`config.mk`:
```
export PLATFORM = sky130hd
export DESIGN_NAME = mem_lsu
export DESIGN_NICKNAME = d
export VERILOG_FILES = /design/src/rtl/mem_lsu_pkg.sv /design/src/rtl/mem_lsu_align.sv /design/src/rtl/mem_lsu.sv
export SDC_FILE = /design/constraint.sdc
export NUM_CORES = 1
export LEC_CHECK = 0
export ABC_AREA = 1
export BUFFER_PORTS_ARGS = -buffer_cell sky130_fd_sc_hd__buf_2
export CORE_AREA = 2 2 151 153
export CTS_CLUSTER_DIAMETER = 80
export DETAILED_ROUTE_END_ITERATION = 7
export DIE_AREA = 0 0 153 155
export PLACE_DENSITY = 0.68
export SLEW_MARGIN = 30
export SYNTH_ARGS = -nofsm -noshare
export SYNTH_HDL_FRONTEND = slang
export SYNTH_SLANG_ARGS = --single-unit
```
`constraint.sdc`:
```
create_clock -name clk -period 1.8 [get_ports clk]
set_input_delay 0.36 -clock clk [delete_from_list [all_inputs] [get_ports clk]]
set_output_delay 0.36 -clock clk [all_outputs]
set_load 0.01 [all_outputs]
```
`src/rtl/mem_lsu_pkg.sv`:
```
// mem_lsu_pkg: aluop codes, FSM and access-size encodings shared by the MEM-stage LSU.
`default_nettype none

package mem_lsu_pkg;

    localparam logic [7:0] EXE_NOP_OP = 8'b0000_0000;
    localparam logic [7:0] EXE_LB_OP  = 8'b1110_0000;
    localparam logic [7:0] EXE_LH_OP  = 8'b1110_0001;
    localparam logic [7:0] EXE_LW_OP  = 8'b1110_0011;
    localparam logic [7:0] EXE_LBU_OP = 8'b1110_0100;
    localparam logic [7:0] EXE_LHU_OP = 8'b1110_0101;
    localparam logic [7:0] EXE_SB_OP  = 8'b1110_1000;
    localparam logic [7:0] EXE_SH_OP  = 8'b1110_1001;
    localparam logic [7:0] EXE_SW_OP  = 8'b1110_1011;
    localparam logic [7:0] EXE_LL_OP  = 8'b1111_0000;
    localparam logic [7:0] EXE_SC_OP  = 8'b1111_1000;

    localparam logic STOP   = 1'b1;
    localparam logic ENABLE = 1'b1;

    typedef enum logic [1:0] {
        ST_IDLE = 2'd0,
        ST_BUSY = 2'd1,
        ST_DONE = 2'd2
    } lsu_state_e;

    typedef enum logic [1:0] {
        SZ_BYTE = 2'd0,
        SZ_HALF = 2'd1,
        SZ_WORD = 2'd2
    } acc_size_e;

    function automatic logic is_misaligned(input acc_size_e size, input logic [1:0] lo);
        return ((size == SZ_HALF) && lo[0]) || ((size == SZ_WORD) && (lo != 2'b00));
    endfunction

endpackage

`default_nettype wire

```
`src/rtl/mem_lsu_align.sv`:
```
// mem_lsu_align: big-endian lane select, store-data replication and load extraction/extension.
`default_nettype none

module mem_lsu_align
    import mem_lsu_pkg::*;
(
    input  logic [1:0]  size,
    input  logic        sign_ext,
    input  logic [1:0]  addr_lo,
    input  logic [31:0] st_data,
    input  logic [31:0] ld_data,
    output logic [3:0]  sel,
    output logic [31:0] wdata,
    output logic [31:0] rdata
);

    logic [7:0]  ld_byte;
    logic [15:0] ld_half;

    always_comb begin
        sel   = 4'b1111;
        wdata = st_data;
        rdata = ld_data;
        case (addr_lo)
            2'd0:    ld_byte = ld_data[31:24];
            2'd1:    ld_byte = ld_data[23:16];
            2'd2:    ld_byte = ld_data[15:8];
            default: ld_byte = ld_data[7:0];
        endcase
        ld_half = addr_lo[1] ? ld_data[15:0] : ld_data[31:16];
        case (size)
            SZ_BYTE: begin
                sel   = 4'b1000 >> addr_lo;
                wdata = {4{st_data[7:0]}};
                rdata = {{24{sign_ext & ld_byte[7]}}, ld_byte};
            end
            SZ_HALF: begin
                sel   = addr_lo[1] ? 4'b0011 : 4'b1100;
                wdata = {2{st_data[15:0]}};
                rdata = {{16{sign_ext & ld_half[15]}}, ld_half};
            end
            default: ;
        endcase
    end

endmodule

`default_nettype wire

```
`src/rtl/mem_lsu.sv`:
```
// mem_lsu: MEM-stage load/store unit; one bus transaction per memory op, stalls until ack.
// Optional LL/SC support is enabled with `define MEM_LLSC_EN.
`default_nettype none

module mem_lsu
    import mem_lsu_pkg::*;
#(
    parameter int ADDR_W = 32
) (
    input  logic              clk,
    input  logic              rst,
    input  logic [4:0]        wd_i,
    input  logic              wreg_i,
    input  logic [31:0]       wdata_i,
    input  logic [31:0]       hi_i,
    input  logic [31:0]       lo_i,
    input  logic              whilo_i,
    input  logic [7:0]        aluop_i,
    input  logic [31:0]       mem_addr_i,
    input  logic [31:0]       reg2_i,
    input  logic              bus_ack_i,
    input  logic [31:0]       bus_rdata_i,
`ifdef MEM_LLSC_EN
    input  logic              llbit_clr_i,
`endif
    output logic              bus_req_o,
    output logic              bus_we_o,
    output logic [ADDR_W-1:0] bus_addr_o,
    output logic [3:0]        bus_sel_o,
    output logic [31:0]       bus_wdata_o,
    output logic [4:0]        wd_o,
    output logic              wreg_o,
    output logic [31:0]       wdata_o,
    output logic [31:0]       hi_o,
    output logic [31:0]       lo_o,
    output logic              whilo_o,
    output logic              stallreq_o,
    output logic              align_err_o
);

    lsu_state_e  state;
    logic [31:0] rdata_q;
    acc_size_e   size;
    logic        sign_ext, is_load, is_store, is_sc, llsc_nop;
    logic        mem_op, misaligned, sc_fail, go;
    logic [3:0]  lane_sel;
    logic [31:0] lane_wdata, load_data;
`ifdef MEM_LLSC_EN
    logic        is_ll, llbit;
`endif

    always_comb begin
        size     = SZ_WORD;
        sign_ext = 1'b0;
        is_load  = 1'b0;
        is_store = 1'b0;
        is_sc    = 1'b0;
        llsc_nop = 1'b0;
`ifdef MEM_LLSC_EN
        is_ll    = 1'b0;
`endif
        case (aluop_i)
            EXE_LB_OP:  begin is_load = 1'b1; size = SZ_BYTE; sign_ext = 1'b1; end
            EXE_LBU_OP: begin is_load = 1'b1; size = SZ_BYTE; end
            EXE_LH_OP:  begin is_load = 1'b1; size = SZ_HALF; sign_ext = 1'b1; end
            EXE_LHU_OP: begin is_load = 1'b1; size = SZ_HALF; end
            EXE_LW_OP:  is_load = 1'b1;
            EXE_SB_OP:  begin is_store = 1'b1; size = SZ_BYTE; end
            EXE_SH_OP:  begin is_store = 1'b1; size = SZ_HALF; end
            EXE_SW_OP:  is_store = 1'b1;
`ifdef MEM_LLSC_EN
            EXE_LL_OP:  begin is_load = 1'b1; is_ll = 1'b1; end
            EXE_SC_OP:  begin is_store = 1'b1; is_sc = 1'b1; end
`else
            EXE_LL_OP, EXE_SC_OP: llsc_nop = 1'b1;
`endif
            default: ;
        endcase
    end

    assign mem_op     = is_load | is_store;
    assign misaligned = mem_op & is_misaligned(size, mem_addr_i[1:0]);
`ifdef MEM_LLSC_EN
    assign sc_fail    = is_sc & ~llbit & ~misaligned;
`else
    assign sc_fail    = 1'b0;
`endif
    assign go         = mem_op & ~misaligned & ~sc_fail;

    // Inputs stay frozen in ex_mem while stalled, so both directions share one aligner.
    mem_lsu_align u_align (
        .size     (size),
        .sign_ext (sign_ext),
        .addr_lo  (mem_addr_i[1:0]),
        .st_data  (reg2_i),
        .ld_data  (rdata_q),
        .sel      (lane_sel),
        .wdata    (lane_wdata),
        .rdata    (load_data)
    );

    always_ff @(posedge clk or negedge rst) begin
        if (!rst) begin
            state       <= ST_IDLE;
            bus_req_o   <= 1'b0;
            bus_we_o    <= 1'b0;
            bus_addr_o  <= '0;
            bus_sel_o   <= '0;
            bus_wdata_o <= '0;
            rdata_q     <= '0;
            align_err_o <= 1'b0;
        end else begin
            align_err_o <= 1'b0;
            case (state)
                ST_IDLE: begin
                    align_err_o <= misaligned;
                    if (go) begin
                        bus_req_o   <= 1'b1;
                        bus_we_o    <= is_store;
                        bus_addr_o  <= {mem_addr_i[ADDR_W-1:2], 2'b00};
                        bus_sel_o   <= lane_sel;
                        bus_wdata_o <= lane_wdata;
                        state       <= ST_BUSY;
                    end
                end
                ST_BUSY: begin
                    if (bus_ack_i) begin
                        rdata_q   <= bus_rdata_i;
                        bus_req_o <= 1'b0;
                        state     <= ST_DONE;
                    end
                end
                ST_DONE: state <= ST_IDLE;
                default: state <= ST_IDLE;
            endcase
        end
    end

`ifdef MEM_LLSC_EN
    always_ff @(posedge clk or negedge rst) begin
        if (!rst)
            llbit <= 1'b0;
        else if (llbit_clr_i)
            llbit <= 1'b0;
        else if ((state == ST_DONE) && is_ll)
            llbit <= 1'b1;
        else if ((state == ST_DONE) && is_sc)
            llbit <= 1'b0;
    end
`endif

    always_comb begin
        wd_o       = wd_i;
        hi_o       = hi_i;
        lo_o       = lo_i;
        whilo_o    = whilo_i;
        wdata_o    = wdata_i;
        wreg_o     = wreg_i;
        stallreq_o = 1'b0;
        if (!rst) begin
            wreg_o  = 1'b0;
            whilo_o = 1'b0;
        end else begin
            case (state)
                ST_IDLE: begin
                    if (sc_fail)
                        wdata_o = '0;
                    else if (mem_op || llsc_nop) begin
                        wreg_o     = 1'b0;
                        stallreq_o = go;
                    end
                end
                ST_BUSY: begin
                    wreg_o     = 1'b0;
                    stallreq_o = 1'b1;
                end
                ST_DONE: begin
                    if (is_sc)
                        wdata_o = 32'd1;
                    else if (is_load)
                        wdata_o = load_data;
                    else
                        wreg_o = 1'b0;
                end
                default: wreg_o = 1'b0;
            endcase
        end
    end

endmodule

`default_nettype wire

```
==> reports/metrics.yaml <==
status: "complete, but fails checks"
violations: "negative setup slack"
synth_compound_area_share_pct: 4.71
hold_path.class: "in -> async"
core.rowCount: 55
cts_sinks: 103
r2r_cells: 12
rr_startpoint: "state[1]"
wire_per_inst_um: 15.8
final_cell_mix: "307 x nand2_1, 237 x buf_2, 129 x nand3_1"
fin_util_pct: 41.3
critPathArrivalTime_ns: 1.80
grt_pass1_vias: 6600
fp.dieH_um: 155
dp_slack_ns: -0.410
max_freq_mhz: 462
gp_congestion: 0.903
p_leak_uw: 0.00498
whs_ns: 0.00280
drcViolationCount: 0
netlist_instances: 927
ys_seq_area_share_pct: 40.4
num_vias: 6877
synth_area_um2: 6380
antenna_found_initial: 0
syn_avg_cell_area_um2: 6.88
clockBufferDepth: 2
cts-root-buf: "clkbuf_16"
coreArea_um2: 22200
cts_max_level: 3
synth_fa_ha_area_share_pct: 0
worstSetupStartpoint: "aluop_i[4]"
ys.flop_type: "dfrtp_1"
initial_core_util_pct: 28.7
synthXorXnorAreaFrac_pct: 0
peakVddDrop_mv: 0.394
die_x_um: 153
ios: 385
gr-total-overflow: 0
ys_warn_count: 0
power.total_uw: 6850
critical_path_class: "in -> out"
finalHoldViolCount: 0
synth-edff-count: 0
relSlewSlack_pct: 65.6
first_iter_violations: 489
maxSlewViolCount: 0
critPathMaxFanout: 8
finalSetupTns_ns: -10.24
synth_top_family_by_area: "simple AND/OR/NAND/NOR gates"
routed_wl_mm: 23.0
final_common_cell: "nand2_1"
start_kind: "input port"
track_usage_pct: 18.8
ys_types: 28
layout-drive-gt1-share_pct: 42.8
muxShareOfSynthArea_pct: 0
cts_tree: "yes"
drv_cap: 0
grt_start_max_net_pins: 49
finalSetupViolCount: 57
via_per_inst: 4.70
cts_made_buffers: 9
tightest_slew_ns: 0.516
cellPowerDensity_nw_per_um2: 746
die_area_um2: 23700
finalCriticalPeriod_ns: 2.16
n_antenna_cell: 0
clkTransAtPathRegs_ns: 0.08
insertion_delay_ns: 0.36
fin_skew_ns: 0.0118
nets: 1382
ant_nets: 0
grt_pass1_wl_mm: 35.2
drt_pass1_iterations: 7
rsz0062_at_grt: "true"
crit_required_ns: 1.44
area_growth_pct: 44.0
place_hpwl_mm: 16.8
synth_seq_cells: 103
synthSimpleGateAreaFrac_pct: 39.8
portBuffers: 244
period_share_pct: 120
async_flop_share_pct: 100
setup_ws_ns: -0.365
endpoint_kind: "output port"
-- final cells by class --
cell class / instances / area (µm²)
Fill cell: 2279 / 13000
Sequential cell: 103 / 2580
Multi-Input combinational cell: 663 / 3320
Clock buffer: 9 / 225
Inverter: 38 / 150
Timing Repair Buffer: 357 / 2490
Clock inverter: 7 / 66.3
Tap cell: 285 / 357
-- path summary, 6_finish.rpt --
check / endpoint / slack, ns
max: wdata_o[12] / -0.36
min: rdata_q[10] / 0.003
max reg2reg: bus_wdata_o[12] / 0
min reg2reg: bus_addr_o[28] / 0.47
max in group asynchronous: bus_wdata_o[27] / 0.86
min in group clk: rdata_q[13] / 0.20
-- cell usage after synthesis (3+ instances only) --
cell type	count	area, µm²
a21oi_1	19	95.1
buf_2	25	125
buf_4	79	593
buf_6	3	33.8
clkbuf_1	14	52.6
dfrtp_1	103	2580
inv_1	34	128
inv_2	3	11.3
nand2_1	331	1240
nand2_2	6	37.5
nand3_1	132	661
nand4_1	12	75.1
nor2_1	108	405
o21ai_0	34	170
or2_2	7	43.8
-- critical path: stages --
cell,delay [ns]
buf_8,0.10
inv_6,0.05
nand2_4,0.05
nor2_4,0.15
buf_12,0.13
nand3_4,0.08
buf_4,0.15
nor2_2,0.13
buf_6,0.15
nand3_1,0.07
nor2_1,0.20
nor2_2,0.05
buf_2,0.14
-- stage by stage --
step           instances  area [µm²]
2_1_floorplan        928        6490
4_1_cts             1449        8780
5_1_grt             1462        9190
3_5_place_dp        1414        8030
6_report            1462        9190
3_3_place_gp        1414        8030
-- cell families (layout without fill, tap and decap cells) --
group	Yosys count	count (layout)
AO/OA/AOI/OAI	57	57
buffers and inverters	162	411
flip-flops	103	103
other	1	2
AND/OR/NAND/NOR	604	604
-- layer usage --
metal | part of all wire (%) | GRT usage (%) | up-vias
met5 | 0 | 0 | -
met4 | 2.6 | 6.79 | 0
met3 | 6.4 | 4.04 | 49
met2 | 50 | 32.4 | 331
met1 | 41 | 23.1 | 3138
li1 | - | - | 3359
-- power by group --
| part | switching [µW] | total, µW | internal [µW] |
|---|---|---|---|
| Sequential | 334 | 3090 | 2760 |
| Clock | 984 | 1960 | 972 |
| Combinational | 1020 | 1800 | 781 |
| Total | 2340 | 6850 | 4510 |
-- registers in the layout, summed over array words and instances (netlist names) --
register,flops
state,2
bus_sel_o,4
align_err_o,1
bus_addr_o,30
bus_wdata_o,32
bus_we_o,1
rdata_q,32
bus_req_o,1
-- what timing repair did --
action	CTS	global route
hold buffers	1	0
setup buffers	13	15
pin swaps	20	29
gates cloned	5	3
resized for setup	53	98
hold endpoints to repair	9	0
setup endpoints to repair	34	34
Power figures use the tool's default switching activity.
